## src/rtl/core_uart_tx_pkg.sv

```systemverilog
// core_uart_tx_pkg: definitions shared by the UART transmitter files.
//   tx_state_e : serializer FSM state encoding.
//   clog2()    : ceiling log2 constant function, shared with other 9x8 peripherals.
package core_uart_tx_pkg;

    typedef enum logic [1:0] {
        IDLE  = 2'd0,
        START = 2'd1,
        DATA  = 2'd2,
        STOP  = 2'd3
    } tx_state_e;

    // Ceiling log2 for widths; callers pass values >= 2.
    function automatic int clog2(input int value);
        int result;
        int v;
        result = 0;
        v      = value - 1;
        while (v > 0) begin
            result++;
            v = v >> 1;
        end
        return result;
    endfunction

endpackage

```

## src/rtl/core_uart_tx_fifo.sv

```systemverilog
// core_uart_tx_fifo: synchronous show-ahead FIFO. The head entry is held in a
// register, so o_data is registered and valid whenever o_empty is low.
//   i_clk, i_rst    : clock, synchronous active-high reset
//   i_push, i_data  : write one entry (ignored while full)
//   i_pop           : consume the head entry (ignored while empty)
//   o_data          : registered head entry
//   o_count         : occupancy, 0..G_DEPTH
//   o_full, o_empty : registered status flags
module core_uart_tx_fifo
    import core_uart_tx_pkg::*;
#(
    parameter int G_WIDTH = 8,
    parameter int G_DEPTH = 16
) (
    input  logic                      i_clk,
    input  logic                      i_rst,
    input  logic                      i_push,
    input  logic                      i_pop,
    input  logic [G_WIDTH-1:0]        i_data,
    output logic [G_WIDTH-1:0]        o_data,
    output logic [clog2(G_DEPTH):0]   o_count,
    output logic                      o_full,
    output logic                      o_empty
);

    localparam int AW = clog2(G_DEPTH);
    localparam logic [AW:0] DEPTH_C = (AW + 1)'(G_DEPTH);

    logic [G_WIDTH-1:0] mem_q [G_DEPTH];
    logic [G_WIDTH-1:0] rd_data_q;
    logic [AW-1:0]      wr_ptr_q;
    logic [AW-1:0]      rd_ptr_q;
    logic [AW:0]        count_q;
    logic [AW:0]        count_d;
    logic               full_q;
    logic               empty_q;
    logic               push_ok;
    logic               pop_ok;

    assign push_ok = i_push && !full_q;
    assign pop_ok  = i_pop && !empty_q;

    always_comb begin
        // NOTE: default first so every path assigns count_d and no latch is inferred.
        count_d = count_q;
        case ({push_ok, pop_ok})
            2'b10:   count_d = count_q + 1'b1;
            2'b01:   count_d = count_q - 1'b1;
            default: count_d = count_q;
        endcase
    end

    // NOTE: sequential state uses non-blocking assignments so every register
    // samples pre-edge values regardless of statement order.
    always_ff @(posedge i_clk) begin
        if (i_rst) begin
            wr_ptr_q <= '0;
            rd_ptr_q <= '0;
            count_q  <= '0;
            full_q   <= 1'b0;
            empty_q  <= 1'b1;
        end else begin
            if (push_ok) wr_ptr_q <= wr_ptr_q + 1'b1;
            if (pop_ok)  rd_ptr_q <= rd_ptr_q + 1'b1;
            count_q <= count_d;
            full_q  <= (count_d == DEPTH_C);
            empty_q <= (count_d == '0);
        end
    end

    // NOTE: storage and head register are deliberately not reset; their
    // contents are meaningless while the FIFO is empty, and leaving them out
    // of reset keeps the array mappable to distributed RAM.
    always_ff @(posedge i_clk) begin
        if (push_ok) mem_q[wr_ptr_q] <= i_data;
        // Head register: bypass the incoming byte when it becomes the head,
        // otherwise pre-fetch the entry behind the one being popped.
        if (push_ok && (count_q == '0 || (pop_ok && count_q == (AW + 1)'(1)))) begin
            rd_data_q <= i_data;
        end else if (pop_ok) begin
            rd_data_q <= mem_q[rd_ptr_q + 1'b1];
        end
    end

    assign o_data  = rd_data_q;
    assign o_count = count_q;
    assign o_full  = full_q;
    assign o_empty = empty_q;

endmodule

```

## src/rtl/core_uart_tx.sv

```systemverilog
// core_uart_tx: outport-driven UART transmitter (8N1 / 8N2) for the 9x8 core.
// Bytes written through the outport strobe are queued in a FIFO and sent LSB
// first; frames queued back to back are sent with no idle gap.
//   i_clk, i_rst : clock, synchronous active-high reset
//   i_wr, i_data : outport write strobe and byte
//   o_uart_tx    : registered serial line, idle high
//   o_busy       : registered, FIFO non-empty or frame in progress
//   o_full       : registered, FIFO holds G_FIFO_DEPTH entries
//   o_overflow   : one-cycle pulse after a write was dropped
module core_uart_tx
    import core_uart_tx_pkg::*;
#(
    parameter int G_CLK_PER_BIT = 100,
    parameter int G_FIFO_DEPTH  = 16,
    parameter int G_STOP_BITS   = 1
) (
    input  logic       i_clk,
    input  logic       i_rst,
    input  logic       i_wr,
    input  logic [7:0] i_data,
    output logic       o_uart_tx,
    output logic       o_busy,
    output logic       o_full,
    output logic       o_overflow
);

    localparam int BW = clog2(G_CLK_PER_BIT);
    localparam int AW = clog2(G_FIFO_DEPTH);

    tx_state_e   state_q;
    logic [BW-1:0] baud_q;
    logic [2:0]  bit_q;
    logic [7:0]  shift_q;
    logic        tx_q;
    logic        busy_q;
    logic        busy_d;
    logic        overflow_q;

    logic [7:0]  fifo_rdata;
    logic [AW:0] fifo_count;
    logic        fifo_full;
    logic        fifo_empty;
    logic        fifo_pop;

    logic        bit_end;
    logic        last_stop;
    logic        frame_end;
    logic        go_idle;

    core_uart_tx_fifo #(
        .G_WIDTH (8),
        .G_DEPTH (G_FIFO_DEPTH)
    ) u_fifo (
        .i_clk   (i_clk),
        .i_rst   (i_rst),
        .i_push  (i_wr),
        .i_pop   (fifo_pop),
        .i_data  (i_data),
        .o_data  (fifo_rdata),
        .o_count (fifo_count),
        .o_full  (fifo_full),
        .o_empty (fifo_empty)
    );

    assign bit_end   = (baud_q == BW'(G_CLK_PER_BIT - 1));
    assign last_stop = (bit_q == 3'(G_STOP_BITS - 1));
    assign frame_end = (state_q == STOP) && bit_end && last_stop;

    // A byte is popped on the same edge the start bit is driven, both from
    // IDLE and straight out of the final stop bit.
    assign fifo_pop = !fifo_empty && ((state_q == IDLE) || frame_end);

    // The FSM lands in IDLE only when the FIFO is empty; busy then depends
    // solely on whether a byte is being written on this edge.
    assign go_idle = fifo_empty && ((state_q == IDLE) || frame_end);
    assign busy_d  = (i_wr && !fifo_full) || !go_idle;

    always_ff @(posedge i_clk) begin
        if (i_rst) begin
            state_q    <= IDLE;
            baud_q     <= '0;
            bit_q      <= '0;
            shift_q    <= '0;
            tx_q       <= 1'b1;
            busy_q     <= 1'b0;
            overflow_q <= 1'b0;
        end else begin
            busy_q     <= busy_d;
            overflow_q <= i_wr && fifo_full;
            case (state_q)
                IDLE: begin
                    if (!fifo_empty) begin
                        state_q <= START;
                        shift_q <= fifo_rdata;
                        tx_q    <= 1'b0;
                        baud_q  <= '0;
                        bit_q   <= '0;
                    end
                end
                START: begin
                    if (bit_end) begin
                        baud_q  <= '0;
                        state_q <= DATA;
                        tx_q    <= shift_q[0];
                        shift_q <= {1'b0, shift_q[7:1]};
                    end else begin
                        baud_q <= baud_q + BW'(1);
                    end
                end
                DATA: begin
                    if (bit_end) begin
                        baud_q <= '0;
                        if (bit_q == 3'd7) begin
                            state_q <= STOP;
                            tx_q    <= 1'b1;
                            bit_q   <= '0;
                        end else begin
                            bit_q   <= bit_q + 3'd1;
                            tx_q    <= shift_q[0];
                            shift_q <= {1'b0, shift_q[7:1]};
                        end
                    end else begin
                        baud_q <= baud_q + BW'(1);
                    end
                end
                STOP: begin
                    if (bit_end) begin
                        baud_q <= '0;
                        if (last_stop) begin
                            bit_q <= '0;
                            if (!fifo_empty) begin
                                state_q <= START;
                                shift_q <= fifo_rdata;
                                tx_q    <= 1'b0;
                            end else begin
                                state_q <= IDLE;
                                tx_q    <= 1'b1;
                            end
                        end else begin
                            bit_q <= bit_q + 3'd1;
                        end
                    end else begin
                        baud_q <= baud_q + BW'(1);
                    end
                end
                default: state_q <= IDLE;
            endcase
        end
    end

    // FIFO occupancy can never exceed its depth.
    a_count_bound: assert property (@(posedge i_clk) disable iff (i_rst)
        fifo_count <= (AW + 1)'(G_FIFO_DEPTH));

    assign o_uart_tx  = tx_q;
    assign o_busy     = busy_q;
    assign o_full     = fifo_full;
    assign o_overflow = overflow_q;

endmodule

```

## config.mk

```make
export PLATFORM = sky130hd
export DESIGN_NAME = core_uart_tx
export DESIGN_NICKNAME = d
export VERILOG_FILES = /design/src/rtl/core_uart_tx_pkg.sv /design/src/rtl/core_uart_tx_fifo.sv /design/src/rtl/core_uart_tx.sv
export SDC_FILE = /design/constraint.sdc
export NUM_CORES = 1
export LEC_CHECK = 0
export BUFFER_PORTS_ARGS = -buffer_cell sky130_fd_sc_hd__buf_2
export CORE_MARGIN = 10
export CORE_UTILIZATION = 32
export CTS_CLUSTER_DIAMETER = 80
export CTS_CLUSTER_SIZE = 30
export DETAILED_ROUTE_END_ITERATION = 12
export GPL_ROUTABILITY_DRIVEN = 0
export PLACE_DENSITY = 0.46
export SYNTH_ARGS = -nofsm -noshare
export SYNTH_HDL_FRONTEND = slang
export SYNTH_SLANG_ARGS = --single-unit
export TNS_END_PERCENT = 20
```

## constraint.sdc

```tcl
create_clock -name i_clk -period 6.2 [get_ports i_clk]
set_input_delay 1.24 -clock i_clk [delete_from_list [all_inputs] [get_ports i_clk]]
set_output_delay 1.24 -clock i_clk [all_outputs]
set_load 0.02 [all_outputs]
```

---- Word-level counts from Yosys, hierarchy flattened ----
Memory sizes are Yosys's and may differ from the RTL's.
Cells that the tools add are included.
operators by class
  $add $sub $neg .......................... 6
  reductions and logical operators ........ 26
  equality and inequality tests ........... 16
  multiplexer cells ....................... 37
operator list
  operator               count
  $mux W8                8
  $pmux W8 S4            1
  $mux W3                5
  $mux W7                2
  $ne A2 B2 Y1 const B   7
  $pmux W7 S2            1
  $mux W2                6
  $logic_not A5 Y1       2
  $mux W1                10
  $pmux W5 S2            1
  $reduce_and A5 Y1      2
  $logic_and A1 B1 Y1    9
  $pmux W3 S3            1
  $add A4 B1 Y4 const B  2
  $pmux W2 S4            1
  $add A7 B1 Y7 const B  1
  $eq A7 B7 Y1 const B   1
  $eq A2 B2 Y1 const B   3
  $reduce_and A6 Y1      1
  $add A5 B1 Y5 const B  1
  $eq A5 B1 Y1 const B   1
  $eq A5 B5 Y1 const B   1
  $sub A5 B1 Y5 const B  1
  $eq A2 B1 Y1 const B   2
  other kinds (11)       15
word-level totals
  output and inout port bits .............. 4
  register bits after elaboration ......... 46
  memories ................................ 1
  logic and storage cells ................. 99
  memory bits (writable) .................. 128
memory list
  memory        depth  bits a word  rd ports  clocked after Yosys merged registers in  wr ports  RTL line                 RTL
  u_fifo.mem_q  16     8            1         0                                        1         core_uart_tx_fifo.sv:29  logic [G_WIDTH-1:0] mem_q [G_DEPTH];

---- Depth between registers and ports, before layout ----
  word-level depth ........................ 10
  gate-level depth with buffers ........... 13
  gate-level depth less buffers ........... 12

---- Modules after synthesis ----
From an unflattened synthesis, not the netlist that was laid out.
second synthesis, totals
  cells, all modules ...................... 534
  area, all modules ....................... 7,646.1 um2
by module, submodules not included
  module             seq. area each (um2)  cells an instance  instances  area an instance (um2)
  core_uart_tx_fifo  4,384.2               387                1          6,346.1
  core_uart_tx       460.4                 147                1          1,300.0

---- Least setup slack after synthesis ----
Ideal clock, no wire load.
  kind .................................... input -> register
  from .................................... in i_wr
  to ...................................... reg u_fifo.full_q, in the netlist u_fifo.o_full
  data arrival time ....................... 2,894 ps
  stages on the path ...................... 8
  path slack .............................. 3,241 ps
  buffers on the path ..................... 1
  required time ........................... 6,135 ps
  library setup time ...................... 65 ps
  path through ............................ nand2b_1 > clkinv_1 > ha_1 > clkbuf_1 > a21o_1 > a211o_1 > nor3_1 > nor2b_1
between the ends
  cells in the longest elaborated chain, start to end .. 4
  elaborated cells on any way between the ends .. 5
RTL lines
  item                                                 RTL line                 RTL
  start: declaration                                   core_uart_tx.sv:19       input logic i_wr,
  $logic_and A1 B1 Y1 (*)                              core_uart_tx_fifo.sv:40  assign push_ok = i_push && !full_q;
  named net u_fifo.push_ok                             core_uart_tx_fifo.sv:37  logic push_ok;
  $eq A2 B1 Y1 / $eq A2 B2 Y1 (equally long branches)  core_uart_tx_fifo.sv:46  case ({push_ok, pop_ok})
  $pmux W5 S2 (*)                                      core_uart_tx_fifo.sv:46
  $eq A5 B5 Y1 (*)                                     core_uart_tx_fifo.sv:66  full_q <= (count_d == DEPTH_C);
  end signal: assignment                               core_uart_tx_fifo.sv:66
  end: declaration                                     core_uart_tx_fifo.sv:35  logic full_q;
The timed path passes the listed nets; every way through them passes the cells marked *.
A chain may end at the register's enable or synchronous reset.

---- Worst setup path in the final report ----
  from .................................... reg state_q[1]
  to ...................................... reg u_fifo.full_q, in the netlist u_fifo.o_full
between the ends
  cells in the longest elaborated chain, start to end .. 9
  elaborated cells on any way between the ends .. 11
RTL lines
  item                                                 RTL line                 RTL
  start: declaration                                   core_uart_tx.sv:30       tx_state_e state_q;
  start signal: assignment                             core_uart_tx.sv:80       state_q <= IDLE;
  start signal: assignment                             core_uart_tx.sv:93       state_q <= START;
  start signal: assignment                             core_uart_tx.sv:103      state_q <= DATA;
  $eq A2 B2 Y1                                         core_uart_tx.sv:67       assign frame_end = (state_q == STOP) && bit_end && last_stop;
  $logic_and A1 B1 Y1 (2 in a row)                     core_uart_tx.sv:67
  $logic_or A1 B1 Y1 (*)                               core_uart_tx.sv:71       assign fifo_pop = !fifo_empty && ((state_q == IDLE) || frame_end);
  $logic_and A1 B1 Y1 (*)                              core_uart_tx.sv:71
  $logic_and A1 B1 Y1 (*)                              core_uart_tx_fifo.sv:41  assign pop_ok = i_pop && !empty_q;
  named net u_fifo.pop_ok                              core_uart_tx_fifo.sv:38  logic pop_ok;
  $eq A2 B1 Y1 / $eq A2 B2 Y1 (equally long branches)  core_uart_tx_fifo.sv:46
  $pmux W5 S2 (*)                                      core_uart_tx_fifo.sv:46
  $eq A5 B5 Y1 (*)                                     core_uart_tx_fifo.sv:66
Marks and branches as above.

==> impl_metrics.py <==
metrics = {
    "power": {
        "p_switching_mw": 1.05,
        "combPwrFrac_pct": 25.5,
        "vdd_drop_max_mv": 0.162,
        "power.density_nw_per_um2": 401,
        "clkPwrFrac_pct": 32.5,
        "leakage_nw": 2.85,
        "switching_share_pct": 30.7,
        "p_total_mw": 3.41,
        "pwr-share-seq_pct": 42.0,
        "internal_power_mw": 2.36,
    },
    "global_routing": {
        "grt_remaining_overflow": 0,
        "grt_pass1_wl_um": 24200,
        "grt_max_degree": 34,
        "grt_use_total_pct": 10.6,
        "antenna_found_initial": 0,
        "grt_pass1_vias": 4058,
    },
    "critical_path": {
        "worstSetupStartpointType": "register",
        "path_cells": "ha_1, and3b_1, a41oi_1, nor2_1, inv_1, ha_1, a21o_1, a211o_1, nor3_1, nor2b_1",
        "crit_slowest_cell": "ha_1",
        "cpMostUsedCell": "ha_1",
        "arrival_ns": 3.50,
        "endpoint_kind": "register",
        "path_class": "register to register",
        "cp.required_ns": 6.57,
        "crit_path_max_incr_delay_ns": 0.46,
        "crit_fanout": 13,
    },
    "routing": {
        "vias_per_cell": 4.83,
        "wirelength_um": 15300,
        "drc": 0,
        "firstDrtPassIters": 4,
        "via_count": 3892,
        "wl_per_cell_um": 19.1,
        "drtAntennaViolNets": 0,
        "first_iter_violations": 269,
    },
    "logic_synthesis": {
        "synthCells": 460,
        "dominantRegCellSynth": "edfxtp_1",
        "yosys.area.top_type_share_pct": 54.7,
        "synth_area_per_cell_um2": 16.2,
        "async_reset_ff_share_pct": 0,
        "synth.distinct_cells": 51,
        "synth_largest_area_cell": "edfxtp_1",
        "ys_ff_latch": 174,
        "syn_area_um2": 7460,
        "yosys_warnings": 0,
        "synth_edf_count": 136,
        "ys_seq_area_share_pct": 64.9,
        "syn-num-nets": 492,
        "synthTopCellsByArea": "edfxtp_1, dfxtp_1, mux4_1, mux4_2, ha_1",
    },
    "cells_and_area": {
        "fillCellCount": 2139,
        "diodes": 0,
        "drive_gt1_share_pct": 17.3,
        "syn_to_final_growth_pct": 13.9,
        "finalNetCount": 511,
        "stdcell_count": 805,
    },
    "clock_tree": {
        "clockRootBuffer": "clkbuf_16",
        "cts_hold_buf": 0,
        "clkSinkCount": 174,
        "ctsResizeCount": 0,
        "htree_num_levels": 4,
        "cts_buffer_depth": 2,
        "cts_tree": "built",
        "numCtsBuffers": 17,
        "insertion_delay_ns": 0.44,
        "path_clk_slew_ns": 0.07,
        "cts_setup_buffers": 0,
    },
    "floorplanning": {
        "initial_utilization_pct": 32.7,
        "io_pins": 15,
        "dieWidth_um": 173,
        "coreArea_um2": 22800,
        "die_h_um": 173,
        "row_count": 55,
        "die-area_um2": 29800,
    },
    "place": {
        "dp.cells": 773,
        "io_buffers": 14,
        "dp_hpwl_um": 9810,
    },
    "timing": {
        "min_period_ns": 3.14,
        "hold_viol_final": 0,
        "setup_viol": 0,
        "max_slew_margin_pct": 23.5,
        "fin_setup_tns_ns": 0,
        "tightest_slew_ns": 1.14,
        "finalCritPeriodShare_pct": 50.6,
        "whs_ns": 0.457,
        "finalClockSkew_ns": 0.0193,
        "slew_violations": 0,
        "rsz0062_at_grt": "no",
        "max_freq_mhz": 319,
    },
    "min_path": {
        "hold_class": "register to register",
    },
    "run": {
        "cap_viol_max_count": 0,
    },
    "run_status": {
        "status": "finished clean",
    },
}
==> power groups by stage <==
| stage | Combinational (mW) | Sequential (mW) | Clock (mW) |
|---|---|---|---|
| floorplan | 0.712 | 1.44 | 0 |
| global placement | 0.873 | 1.46 | 0 |
| detailed placement | 0.880 | 1.46 | 0 |
| CTS | 0.885 | 1.43 | 1.13 |
| global route | 0.963 | 1.45 | 1.18 |
| finish | 0.869 | 1.43 | 1.11 |
==> Yosys cell counts (4+ instances only) <==
| cell type | count |
|---|---|
| nand2_1 | 19 |
| a211oi_1 | 10 |
| clkbuf_1 | 13 |
| xor2_1 | 7 |
| xnor2_1 | 6 |
| nor3b_1 | 4 |
| mux2i_1 | 9 |
| o31ai_1 | 4 |
| o21ai_0 | 6 |
| nor2_1 | 45 |
| nor3_1 | 8 |
| inv_1 | 13 |
| mux4_2 | 14 |
| mux4_1 | 26 |
| ha_1 | 21 |
| mux2_2 | 11 |
| nor2b_1 | 7 |
| nand3_1 | 5 |
| dfxtp_1 | 38 |
| edfxtp_1 | 136 |
| a21oi_1 | 11 |
| nand2b_1 | 6 |
==> layout by cell type (no fill, tap or decap), types with 3 or more instances in the layout <==
| cell type | Yosys | layout |
|---|---|---|
| nor2b_1 | 7 | 7 |
| ha_1 | 21 | 21 |
| xor2_1 | 7 | 7 |
| mux4_1 | 26 | 26 |
| buf_2 | 1 | 14 |
| nand3_1 | 5 | 5 |
| mux4_2 | 14 | 14 |
| clkinv_8 | 0 | 4 |
| o21ai_0 | 6 | 6 |
| nor4_1 | 3 | 3 |
| nand2_1 | 19 | 19 |
| mux2i_1 | 9 | 9 |
| o31ai_1 | 4 | 4 |
| nor2_1 | 45 | 45 |
| nand2b_1 | 6 | 6 |
| clkbuf_16 | 0 | 17 |
| o21a_1 | 3 | 3 |
| nor3_2 | 1 | 5 |
| inv_1 | 13 | 13 |
| edfxtp_1 | 136 | 136 |
| nor3b_1 | 4 | 4 |
| a21oi_1 | 11 | 11 |
| xnor2_1 | 6 | 6 |
| buf_4 | 0 | 7 |
| nor3_1 | 8 | 4 |
| mux2_2 | 11 | 11 |
| a211oi_1 | 10 | 10 |
| dfxtp_1 | 38 | 37 |
| inv_8 | 0 | 5 |
==> critical path, delay by kind of cell (launching register included) <==
family / cells / cell delay (ns)
and+or+nand+nor: 4 / 1.01
AOI/OAI and AO/OA: 3 / 0.81
adders and majority gates: 2 / 0.74
DFF: 1 / 0.39
buffers and inverters: 1 / 0.10
==> flip-flops by register name, indices dropped and copies added, names as in the netlist <==
| name | flops |
|---|---|
| u_fifo.o_full | 1 |
| u_fifo.o_data | 8 |
| shift_q | 8 |
| state_q | 2 |
| u_fifo.o_empty | 1 |
| u_fifo.rd_ptr_q | 4 |
| o_overflow | 1 |
| baud_q | 7 |
| o_busy | 1 |
| u_fifo.mem_q | 128 |
| u_fifo.wr_ptr_q | 4 |
| u_fifo.o_count | 5 |
| bit_q | 3 |
| o_uart_tx | 1 |
==> through the flow <==
step	worst slack (ns)	util [%]	instance area, um^2
after floorplan	3.24	-	7460
after global placement	2.96	34.6	7870
after detailed placement	2.85	34.6	7870
after CTS	3.08	37.3	8500
after global routing	2.69	37.3	8500
final	3.06	37.3	8500
==> path summary, 6_finish.rpt <==
path	cells after the start	from	endpoint	slack (ns)
setup / recovery	10	state_q[1]$_SDFFE_PP0P_	u_fifo.o_full$_SDFF_PP0_	3.06
hold / removal	2	u_fifo.o_full$_SDFF_PP0_	o_overflow$_SDFF_PP0_	0.46
setup reg to reg	10	state_q[1]$_SDFFE_PP0P_	u_fifo.o_full$_SDFF_PP0_	3.06
hold reg to reg	2	u_fifo.o_full$_SDFF_PP0_	o_overflow$_SDFF_PP0_	0.46
==> cell type report <==
class | instances | area [um^2] | share of cell area (%)
clock inverters | 15 | 201 | 2.37
flip-flops and latches | 174 | 4850 | 57.0
multi-input cells | 251 | 2460 | 28.9
clock buffers | 17 | 425 | 5.01
inverters | 14 | 52.6 | 0.618
well taps | 313 | 392 | 4.61
repair buffers | 21 | 123 | 1.44
==> kinds of logic after synthesis <==
| group | synth area share, % |
|---|---|
| flops | 64.9 |
| fa+ha+maj | 3.52 |
| compound gates | 4.16 |
| mux | 16.3 |
| xor+xnor | 1.53 |
| simple gates | 7.23 |
| buf+inv | 2.36 |
==> per-layer routing <==
metal | share of wire [%] | wire (um) | vias to the layer above | global-route usage, %
met1 | 44 | 6770 | 2001 | 12.8
li1 | - | - | 1835 | -
met2 | 53 | 8070 | 51 | 18.2
met3 | 2.7 | 411 | 5 | 2.29
met4 | 0.59 | 90 | 0 | 3.81
met5 | 0 | 0 | - | 0
Power figures use the tool's default switching activity.
